`src/rtl/memory_stage_if.sv`:
```
// Bundle of the memory stage's upstream, downstream and data-memory handshake signals.
// The stage uses the slave modport; the surrounding pipeline/memory uses master.
interface memory_stage_if;
    // Upstream (execute) side
    logic        in_valid;
    logic        in_ready;
    logic [3:0]  in_icode;
    logic        in_Cnd;
    logic [31:0] in_valE;
    logic [31:0] in_valA;
    logic [31:0] in_valP;
    logic [3:0]  in_dstE;
    logic [3:0]  in_dstM;
    logic [2:0]  in_stat;
    // Downstream (write-back) side
    logic        out_valid;
    logic        out_ready;
    logic [3:0]  out_icode;
    logic [31:0] out_valE;
    logic [31:0] out_valM;
    logic [3:0]  out_dstE;
    logic [3:0]  out_dstM;
    logic [2:0]  out_stat;
    // Data memory port
    logic        mem_req;
    logic        mem_we;
    logic [31:0] mem_addr;
    logic [31:0] mem_wdata;
    logic        mem_ack;
    logic [31:0] mem_rdata;
    logic        mem_err;

    modport slave (
        input  in_valid, in_icode, in_Cnd, in_valE, in_valA, in_valP, in_dstE, in_dstM, in_stat,
        output in_ready,
        output out_valid, out_icode, out_valE, out_valM, out_dstE, out_dstM, out_stat,
        input  out_ready,
        output mem_req, mem_we, mem_addr, mem_wdata,
        input  mem_ack, mem_rdata, mem_err
    );

    modport master (
        output in_valid, in_icode, in_Cnd, in_valE, in_valA, in_valP, in_dstE, in_dstM, in_stat,
        input  in_ready,
        input  out_valid, out_icode, out_valE, out_valM, out_dstE, out_dstM, out_stat,
        output out_ready,
        input  mem_req, mem_we, mem_addr, mem_wdata,
        output mem_ack, mem_rdata, mem_err
    );
endinterface

```
`src/rtl/memory_stage.sv`:
```
// Y86 memory stage: one data access per instruction over a req/ack port, with fault and
// timeout conversion to ADR and a sticky halt once a non-AOK status has been emitted.
module memory_stage #(
    parameter int unsigned MEM_SIZE = 4096,
    parameter int unsigned TIMEOUT  = 16
) (
    input  logic          clock,
    input  logic          reset_n,
    memory_stage_if.slave bus,
    output logic          halted
);
    localparam int unsigned CntW    = (TIMEOUT > 1) ? $clog2(TIMEOUT) : 1;
    localparam logic [31:0] MaxAddr = 32'(MEM_SIZE - 4);
    localparam logic [2:0]  StatAok = 3'd1;
    localparam logic [2:0]  StatAdr = 3'd3;

    typedef enum logic [1:0] {StIdle, StAccess, StOut, StHalt} state_e;

    state_e          state_q, state_d;
    logic [3:0]      icode_q, icode_d;
    logic [31:0]     vale_q, vale_d;
    logic [31:0]     valm_q, valm_d;
    logic [3:0]      dste_q, dste_d;
    logic [3:0]      dstm_q, dstm_d;
    logic [2:0]      stat_q, stat_d;
    logic            req_q, req_d;
    logic            we_q, we_d;
    logic [31:0]     addr_q, addr_d;
    logic [31:0]     wdata_q, wdata_d;
    logic [CntW-1:0] cnt_q, cnt_d;
    logic            halted_q, halted_d;

    logic            acc;
    logic            acc_we;
    logic [31:0]     acc_addr;
    logic [31:0]     acc_wdata;

    always_comb begin
        acc       = 1'b0;
        acc_we    = 1'b0;
        acc_addr  = bus.in_valE;
        acc_wdata = bus.in_valA;
        case (bus.in_icode)
            4'h4, 4'hA: begin acc = 1'b1; acc_we = 1'b1; end
            4'h5:       acc = 1'b1;
            4'h8:       begin acc = 1'b1; acc_we = 1'b1; acc_wdata = bus.in_valP; end
            4'h9, 4'hB: begin acc = 1'b1; acc_addr = bus.in_valA; end
            default:    ;
        endcase
    end

    always_comb begin
        state_d  = state_q;
        icode_d  = icode_q;
        vale_d   = vale_q;
        valm_d   = valm_q;
        dste_d   = dste_q;
        dstm_d   = dstm_q;
        stat_d   = stat_q;
        req_d    = req_q;
        we_d     = we_q;
        addr_d   = addr_q;
        wdata_d  = wdata_q;
        cnt_d    = cnt_q;
        halted_d = halted_q;
        case (state_q)
            StIdle: begin
                if (bus.in_valid) begin
                    icode_d = bus.in_icode;
                    vale_d  = bus.in_valE;
                    valm_d  = '0;
                    dste_d  = (bus.in_icode == 4'h2 && !bus.in_Cnd) ? 4'hF : bus.in_dstE;
                    dstm_d  = bus.in_dstM;
                    stat_d  = bus.in_stat;
                    state_d = StOut;
                    if (bus.in_stat == StatAok && acc) begin
                        // Unsigned compare also rejects addresses that would wrap past 2^32.
                        if (acc_addr > MaxAddr) begin
                            stat_d = StatAdr;
                        end else begin
                            req_d   = 1'b1;
                            we_d    = acc_we;
                            addr_d  = acc_addr;
                            wdata_d = acc_wdata;
                            cnt_d   = '0;
                            state_d = StAccess;
                        end
                    end
                end
            end
            StAccess: begin
                // An ack arriving on the final timeout cycle still completes the access.
                if (bus.mem_ack) begin
                    req_d   = 1'b0;
                    state_d = StOut;
                    if (bus.mem_err) begin
                        stat_d = StatAdr;
                        valm_d = '0;
                    end else if (!we_q) begin
                        valm_d = bus.mem_rdata;
                    end
                end else if (cnt_q == CntW'(TIMEOUT - 1)) begin
                    req_d   = 1'b0;
                    stat_d  = StatAdr;
                    state_d = StOut;
                end else begin
                    cnt_d = cnt_q + CntW'(1);
                end
            end
            StOut: begin
                if (bus.out_ready) begin
                    if (stat_q == StatAok) begin
                        state_d = StIdle;
                    end else begin
                        state_d  = StHalt;
                        halted_d = 1'b1;
                    end
                end
            end
            StHalt:  ;
            default: state_d = StIdle;
        endcase
    end

    always_ff @(posedge clock or negedge reset_n) begin
        if (!reset_n) begin
            state_q  <= StIdle;
            icode_q  <= '0;
            vale_q   <= '0;
            valm_q   <= '0;
            dste_q   <= 4'hF;
            dstm_q   <= 4'hF;
            stat_q   <= StatAok;
            req_q    <= 1'b0;
            we_q     <= 1'b0;
            addr_q   <= '0;
            wdata_q  <= '0;
            cnt_q    <= '0;
            halted_q <= 1'b0;
        end else begin
            state_q  <= state_d;
            icode_q  <= icode_d;
            vale_q   <= vale_d;
            valm_q   <= valm_d;
            dste_q   <= dste_d;
            dstm_q   <= dstm_d;
            stat_q   <= stat_d;
            req_q    <= req_d;
            we_q     <= we_d;
            addr_q   <= addr_d;
            wdata_q  <= wdata_d;
            cnt_q    <= cnt_d;
            halted_q <= halted_d;
        end
    end

    assign bus.in_ready  = (state_q == StIdle);
    assign bus.out_valid = (state_q == StOut);
    assign bus.out_icode = icode_q;
    assign bus.out_valE  = vale_q;
    assign bus.out_valM  = valm_q;
    assign bus.out_dstE  = dste_q;
    assign bus.out_dstM  = dstm_q;
    assign bus.out_stat  = stat_q;
    assign bus.mem_req   = req_q;
    assign bus.mem_we    = we_q;
    assign bus.mem_addr  = addr_q;
    assign bus.mem_wdata = wdata_q;
    assign halted        = halted_q;
endmodule

```
`src/flat_wrapper.sv`:
```
// flat-port wrapper written by rule: the top's interface ports become plain ports
module memory_stage_flat 
#(
    parameter int unsigned MEM_SIZE = 4096,
    parameter int unsigned TIMEOUT  = 16
)
  (clock, reset_n, halted, bus_in_valid, bus_in_icode, bus_in_Cnd, bus_in_valE, bus_in_valA, bus_in_valP, bus_in_dstE, bus_in_dstM, bus_in_stat, bus_in_ready, bus_out_valid, bus_out_icode, bus_out_valE, bus_out_valM, bus_out_dstE, bus_out_dstM, bus_out_stat, bus_out_ready, bus_mem_req, bus_mem_we, bus_mem_addr, bus_mem_wdata, bus_mem_ack, bus_mem_rdata, bus_mem_err);
  memory_stage_if bus_i ();
  input  logic clock;
  input  logic reset_n;
  output logic halted;
  input wire logic [$bits(bus_i.in_valid)-1:0] bus_in_valid;
  input wire logic [$bits(bus_i.in_icode)-1:0] bus_in_icode;
  input wire logic [$bits(bus_i.in_Cnd)-1:0] bus_in_Cnd;
  input wire logic [$bits(bus_i.in_valE)-1:0] bus_in_valE;
  input wire logic [$bits(bus_i.in_valA)-1:0] bus_in_valA;
  input wire logic [$bits(bus_i.in_valP)-1:0] bus_in_valP;
  input wire logic [$bits(bus_i.in_dstE)-1:0] bus_in_dstE;
  input wire logic [$bits(bus_i.in_dstM)-1:0] bus_in_dstM;
  input wire logic [$bits(bus_i.in_stat)-1:0] bus_in_stat;
  output wire logic [$bits(bus_i.in_ready)-1:0] bus_in_ready;
  output wire logic [$bits(bus_i.out_valid)-1:0] bus_out_valid;
  output wire logic [$bits(bus_i.out_icode)-1:0] bus_out_icode;
  output wire logic [$bits(bus_i.out_valE)-1:0] bus_out_valE;
  output wire logic [$bits(bus_i.out_valM)-1:0] bus_out_valM;
  output wire logic [$bits(bus_i.out_dstE)-1:0] bus_out_dstE;
  output wire logic [$bits(bus_i.out_dstM)-1:0] bus_out_dstM;
  output wire logic [$bits(bus_i.out_stat)-1:0] bus_out_stat;
  input wire logic [$bits(bus_i.out_ready)-1:0] bus_out_ready;
  output wire logic [$bits(bus_i.mem_req)-1:0] bus_mem_req;
  output wire logic [$bits(bus_i.mem_we)-1:0] bus_mem_we;
  output wire logic [$bits(bus_i.mem_addr)-1:0] bus_mem_addr;
  output wire logic [$bits(bus_i.mem_wdata)-1:0] bus_mem_wdata;
  input wire logic [$bits(bus_i.mem_ack)-1:0] bus_mem_ack;
  input wire logic [$bits(bus_i.mem_rdata)-1:0] bus_mem_rdata;
  input wire logic [$bits(bus_i.mem_err)-1:0] bus_mem_err;
  assign bus_i.in_valid = bus_in_valid;
  assign bus_i.in_icode = bus_in_icode;
  assign bus_i.in_Cnd = bus_in_Cnd;
  assign bus_i.in_valE = bus_in_valE;
  assign bus_i.in_valA = bus_in_valA;
  assign bus_i.in_valP = bus_in_valP;
  assign bus_i.in_dstE = bus_in_dstE;
  assign bus_i.in_dstM = bus_in_dstM;
  assign bus_i.in_stat = bus_in_stat;
  assign bus_in_ready = bus_i.in_ready;
  assign bus_out_valid = bus_i.out_valid;
  assign bus_out_icode = bus_i.out_icode;
  assign bus_out_valE = bus_i.out_valE;
  assign bus_out_valM = bus_i.out_valM;
  assign bus_out_dstE = bus_i.out_dstE;
  assign bus_out_dstM = bus_i.out_dstM;
  assign bus_out_stat = bus_i.out_stat;
  assign bus_i.out_ready = bus_out_ready;
  assign bus_mem_req = bus_i.mem_req;
  assign bus_mem_we = bus_i.mem_we;
  assign bus_mem_addr = bus_i.mem_addr;
  assign bus_mem_wdata = bus_i.mem_wdata;
  assign bus_i.mem_ack = bus_mem_ack;
  assign bus_i.mem_rdata = bus_mem_rdata;
  assign bus_i.mem_err = bus_mem_err;
  memory_stage #(.MEM_SIZE(MEM_SIZE), .TIMEOUT(TIMEOUT)) u_core (.clock(clock), .reset_n(reset_n), .bus(bus_i), .halted(halted));
endmodule
```
`config.mk`:
```
export PLATFORM = sky130hd
export DESIGN_NAME = memory_stage_flat
export DESIGN_NICKNAME = d
export VERILOG_FILES = /design/src/rtl/memory_stage_if.sv /design/src/rtl/memory_stage.sv /design/src/flat_wrapper.sv
export SDC_FILE = /design/constraint.sdc
export NUM_CORES = 1
export LEC_CHECK = 0
export ABC_AREA = 1
export CORE_MARGIN = 2
export CORE_UTILIZATION = 35
export CTS_CLUSTER_SIZE = 12
export DETAILED_ROUTE_END_ITERATION = 8
export PLACE_DENSITY = 0.67
export REMOVE_ABC_BUFFERS = 1
export SYNTH_ARGS = -nofsm -noshare
export SYNTH_HDL_FRONTEND = slang
export SYNTH_SLANG_ARGS = --single-unit
export TNS_END_PERCENT = 50
```
`constraint.sdc`:
```
create_clock -name clock -period 5.18 [get_ports clock]
set_clock_uncertainty 0.1 [all_clocks]
set_input_delay 1.036 -clock clock [delete_from_list [all_inputs] [get_ports clock]]
set_output_delay 1.036 -clock clock [all_outputs]
set_load 0.05 [all_outputs]
```
# Yosys cells after proc, flatten, opt, wreduce, memory -nomap -nowiden
# Cells that the tools add are included.
dict set report op_classes {
  addsub 1
  multipliers 0
  n_div 0
  magnitude_cmp 1
  n_eq_ne 22
  n_shift 0
  mux 37
  bitwise 2
  reduce_logical 17
}
# op count
set op_table {}
lappend op_table {{32-bit two-way mux} 6}
lappend op_table {{32-bit one-hot mux with 2 select lines} 1}
lappend op_table {{32-bit by 12-bit > comparator with 1-bit output, second input constant} 1}
lappend op_table {{4-bit two-way mux} 6}
lappend op_table {{4-bit equality test, second input constant} 5}
lappend op_table {{3-bit two-way mux} 6}
lappend op_table {{4-bit AND reduction} 4}
lappend op_table {{2-bit two-way mux} 7}
lappend op_table {{2-bit inequality test, second input constant} 5}
lappend op_table {{4-bit by 3-bit equality test with 1-bit output, second input constant} 2}
lappend op_table {{4-bit one-hot mux with 2 select lines} 1}
lappend op_table {{1-bit two-way mux} 7}
lappend op_table {{3-bit by 1-bit equality test with 1-bit output, second input constant} 2}
lappend op_table {{3-bit inequality test, second input constant} 2}
lappend op_table {{2-bit one-hot mux with 3 select lines} 1}
lappend op_table {{3-bit one-hot mux with 2 select lines} 1}
lappend op_table {{6-bit AND reduction} 1}
lappend op_table {{6-bit OR reduction} 1}
lappend op_table {{5-bit AND reduction} 1}
lappend op_table {{4-bit by 1-bit adder with 4-bit output, second input constant} 1}
lappend op_table {{4-bit by 2-bit equality test with 1-bit output, second input constant} 1}
lappend op_table {{2-bit by 1-bit inequality test with 1-bit output, second input constant} 2}
lappend op_table {{3-bit by 2-bit inequality test with 1-bit output, second input constant} 1}
lappend op_table {{3-bit AND reduction} 1}
lappend op_table {{12 further kinds} 14}
dict set report word_totals {
  register_bits 152
  latch_bits 0
  ramBits 0
  mem_bits_ro 0
  input_bits 150
  output_inout_bits 148
  word_cells 93
  memories 0
}

# Longest topological paths before layout
dict set report logic_depth {
  depth_word 8
  ltp_mapped 15
  ltp_nobuf 13
}

# Least setup slack after synthesis
# Ideal clock, no wire load.
dict set report synth_timing {
  path_kind {input -> register}
  startpoint {input bus_in_icode[3]}
  endpoint {register u_core.we_q (netlist: u_core.bus.mem_we)}
  setup_time_ns 0.137
  arrival_ns 2.494
  required_ns 4.943
  slack_ns 2.449
  cell_stages 14
  n_path_buf 5
  path_cell_list {buf_4 > nand3_2 > buf_6 > buf_4 > o21ai_1 > nand2_1 > nor2_1 > nand2_1 > nor2_2 > nand4_2 > buf_6 > buf_6 > nand2_1 > o21ai_0}
}
dict set report synth_between {
  elab_chain_len 6
  elab_cells_between_ends 16
  cone_classes {order compare (1); eq/ne (6); mux (3); bitwise (1); reduce/logical (5)}
}
# element line
set synth_lines {}
lappend synth_lines {{from (decl)} flat_wrapper.sv:13} ;# input wire logic [$bits(bus_i.in_icode)-1:0] bus_in_icode;
lappend synth_lines {{4-bit equality test} memory_stage.sv:43} ;# case (bus.in_icode)
lappend synth_lines {{2-bit OR reduction} memory_stage.sv:43}
lappend synth_lines {{32-bit two-way mux} memory_stage.sv:43}
lappend synth_lines {{32-bit by 12-bit > comparator with 1-bit output} memory_stage.sv:78} ;# if (acc_addr > MaxAddr) begin
lappend synth_lines {{1-bit NOT (no source line)} --}
lappend synth_lines {{4-bit AND reduction (no source line)} --}
lappend synth_lines {{to (signal assigned)} memory_stage.sv:149} ;# we_q <= we_d;
lappend synth_lines {{to (decl)} memory_stage.sv:27} ;# logic we_q, we_d;
# Several ways; a longest one is shown, not always the timed one.
# A chain may end at the register's enable or synchronous reset.

# Worst setup path after layout
dict set report layout_timing {
  startpoint {input bus_in_icode[3]}
  endpoint {register u_core.addr_q[10] (netlist: u_core.bus.mem_addr[10])}
}
dict set report layout_between {
  elab_chain_len 6
  elab_cells_between_ends 14
  cone_classes {order compare (1); eq/ne (6); mux (2); bitwise (1); reduce/logical (4)}
}
# element line
set layout_lines {}
lappend layout_lines {{4-bit equality test} memory_stage.sv:43}
lappend layout_lines {{2-bit OR reduction} memory_stage.sv:43}
lappend layout_lines {{32-bit two-way mux} memory_stage.sv:43}
lappend layout_lines {{32-bit by 12-bit > comparator with 1-bit output} memory_stage.sv:78}
lappend layout_lines {{1-bit NOT (no source line)} --}
lappend layout_lines {{4-bit AND reduction (no source line)} --}
lappend layout_lines {{to (signal assigned)} memory_stage.sv:150} ;# addr_q <= addr_d;
lappend layout_lines {{to (decl)} memory_stage.sv:28} ;# logic [31:0] addr_q, addr_d;
# Several ways; a longest one is shown, not always the timed one.

==> impl_metrics.toml <==
[floorplan]
core_region_area_um2 = 20900
initial_utilization = 0.354
rows = 53
die_w_um = 149
pin_count = 298
design.die.area_um2 = 22300
die_y_um = 149

[power_and_ir_drop]
intPower_w = 0.00315
vdd_drop_max_uv = 230
finalPower_w = 0.00548
p_leak_nw = 5.44
combPwrFrac = 0.447
p_per_area_nw_per_um2 = 489
p_clk_frac = 0.252
p_switching_w = 0.00233
power_frac_seq = 0.301
switching_share = 0.424

[synthesis]
ys_top_cells_by_area = "dfrtp_1 48%, nand2_1 13%, inv_1 7.6%"
synth_largest_area_cell = "dfrtp_1"
synth_top_area_share = 0.484
netlist_instances = 890
yosysSeqAreaShare = 0.516
synth_area_um2 = 7390
synth_seq_cells = 152
yosysWarningCount = 0
synth_cell_types = 31
avgSynthCellArea_um2 = 8.30

[cts]
post_cts_resized = 0
insertion_delay_ns = 0.42
cts.clk_slew.worst_paths_ns = 0.06
postCtsSetupBuffers = 0
cts_buffer_depth = 2
cts-root-buf = "clkbuf_16"
cts.sinks = 152
ctsHoldBuffers = 0
cts_tree = "built"
cts_inserted_buffers = 17
htree_levels = 4

[outcome]
status = "finished clean"

[grt]
grt_first_pass_wirelength_um = 35300
grt-ovfl-total = 0
antenna_found_initial = 2
track_usage = 0.205
grt_pass1_vias = 6527
grt_max_degree = 87

[min_path]
holdPathEnd = "u_core.bus.mem_addr[12]"
min_from = "u_core.bus.mem_addr[12]"
worstHoldPathType = "flop to flop"
min_path_cells = 2

[critical_path]
start_kind = "primary input"
end_kind = "flop"
worstPathRequired_ns = 5.37
worstPathArrival_ns = 4.13
ff2ff_path_depth = 9
crit_type = "primary input to flop"
reg2reg_slack_ns = 2.44
r2r-end = "u_core.bus.out_valM[8]"
r2r-start = "u_core.state_q[1]"
path_max_fanout = 35

[sta]
fin_crit_ns = 3.94
hold_violations = 0
tightest_slew_ns = 0.814
period_share = 0.760
setup_viol = 0
rsz0062_at_grt = "no"
relSlewSlack = 0.457
slew_violations = 0
clock.fmax_mhz = 254

[placed_design]
io_buffers = 297
placed_area_um2 = 10600
place.gp.congestion = 0.838
post-dp-hpwl_um = 16800

[cells_and_area]
final_common_cell = "clkdlybuf4s50_1"
layout-drive-gt1-share = 0.103
post-route-cell-area_um2 = 11200
layout_common_cells = "296 x clkdlybuf4s50_1, 258 x nand2_1, 149 x inv_1"
layout.nets = 1329
n_antenna_cell = 0
syn2layout_area_growth_pct = 51.8

[drt]
dr.pass1.iters = 6
vias = 6703
wire_per_inst_um = 15.3
vias_per_cell = 4.59
drt-total-wl_um = 22400
drt-initial-drc-count = 398
postRouteAntennaNets = 0
drc = 0

[run]
max-cap-violations = 0
[final cells by class]
type | instances | area [µm²]
Inverter | 151 | 567
Sequential cell | 152 | 3810
Multi-Input combinational cell | 543 | 2760
Tap cell | 275 | 344
Clock buffer | 18 | 439
Fill cell | 2003 | 9670
Timing Repair Buffer | 309 | 3080
Clock inverter | 13 | 218
[critical path, cell delays in order]
cell and delay (ns):
clkdlybuf4s50_1 0.65, nand3_2 0.53, buf_4 0.41, o21ai_1 0.13
nand2_1 0.06, nor2_1 0.11, nand2_1 0.08, nor2_2 0.20
nand4_4 0.35, buf_4 0.39, nand2_1 0.09, o21ai_0 0.08
[through the flow]
step | util | setup TNS [ns] | cells | setup slack (ns) | hold WS [ns]
6_report | 0.537 | 0 | 1461 | 1.24 | 0.366
5_1_grt | 0.537 | 0 | 1461 | 0.831 | 0.389
4_1_cts | 0.537 | 0 | 1461 | 1.20 | 0.371
3_5_place_dp | 0.506 | 0 | 1430 | 0.753 | 0.356
3_3_place_gp | 0.506 | 0 | 1430 | 0.882 | 0.355
2_1_floorplan | - | -0.170 | 846 | -0.0230 | 0.368
[per-layer routing]
| metal | vias up | GRT usage | routed length (µm) |
|---|---|---|---|
| li1 | 3333 | - | - |
| met1 | 3116 | 0.257 | 9580 |
| met2 | 222 | 0.344 | 10800 |
| met3 | 28 | 0.0602 | 1630 |
| met4 | 4 | 0.0610 | 385 |
| met5 | - | 0 | 27 |
[cell usage after synthesis]
cell,count
a21oi_1,9
xor2_1,1
dfstp_2,9
or2_2,1
ha_1,5
nand2_2,1
nand3_2,1
a22oi_1,1
dfrtp_1,143
nand4_1,8
inv_1,149
buf_2,5
inv_2,2
nor2_1,35
a31oi_1,1
o21bai_1,1
mux2_2,32
nand3b_1,3
buf_6,12
nand2_1,259
o21ai_2,25
o21ai_1,4
nand3_1,64
nor2_2,1
o21ai_0,84
buf_1,5
nand4_2,1
buf_4,4
clkbuf_1,18
nor3_1,5
nor2_4,1
[sequential cells by signal, summed over array words and instances, names as in the netlist, 3 cells and up]
register              flops
u_core.bus.out_stat       3
u_core.bus.out_valM      32
u_core.bus.out_dstE       4
u_core.cnt_q              4
u_core.bus.mem_wdata     32
u_core.bus.out_valE      32
u_core.bus.out_icode      4
u_core.bus.mem_addr      32
u_core.bus.out_dstM       4
[cell families (layout without fill, tap and decap cells)]
family,after synthesis,after routing,share of synthesized area
xor+xnor,1,1,0.00119
buf+inv,195,491,0.114
mux,32,32,0.0488
fa+ha+maj,5,5,0.00847
simple gates,380,380,0.213
compound gates,125,125,0.0982
flops,152,152,0.516
[worst max path at each step]
stage                                          to  slack [ns]         startpoint
after global routing      u_core.bus.mem_addr[11]        0.83    bus_in_icode[3]
after CTS                 u_core.bus.mem_addr[10]        1.20    bus_in_icode[3]
after detailed placement   u_core.bus.mem_addr[6]        0.75    bus_in_icode[3]
final                     u_core.bus.mem_addr[10]        1.24    bus_in_icode[3]
after global placement    u_core.bus.mem_wdata[2]        0.88    bus_in_icode[3]
after floorplan                   u_core.cnt_q[0]       -0.02  u_core.state_q[0]
[power by group through the flow]
stage / Combinational [W] / Clock (W) / Sequential, W
after global routing: 0.00262 / 0.00148 / 0.00168
after floorplan: 0.000575 / 0 / 0.00261
after CTS: 0.00248 / 0.00142 / 0.00165
final: 0.00245 / 0.00138 / 0.00165
after global placement: 0.00246 / 0 / 0.00166
after detailed placement: 0.00247 / 0 / 0.00167
Note: power is estimated with default switching activity, not from simulation.
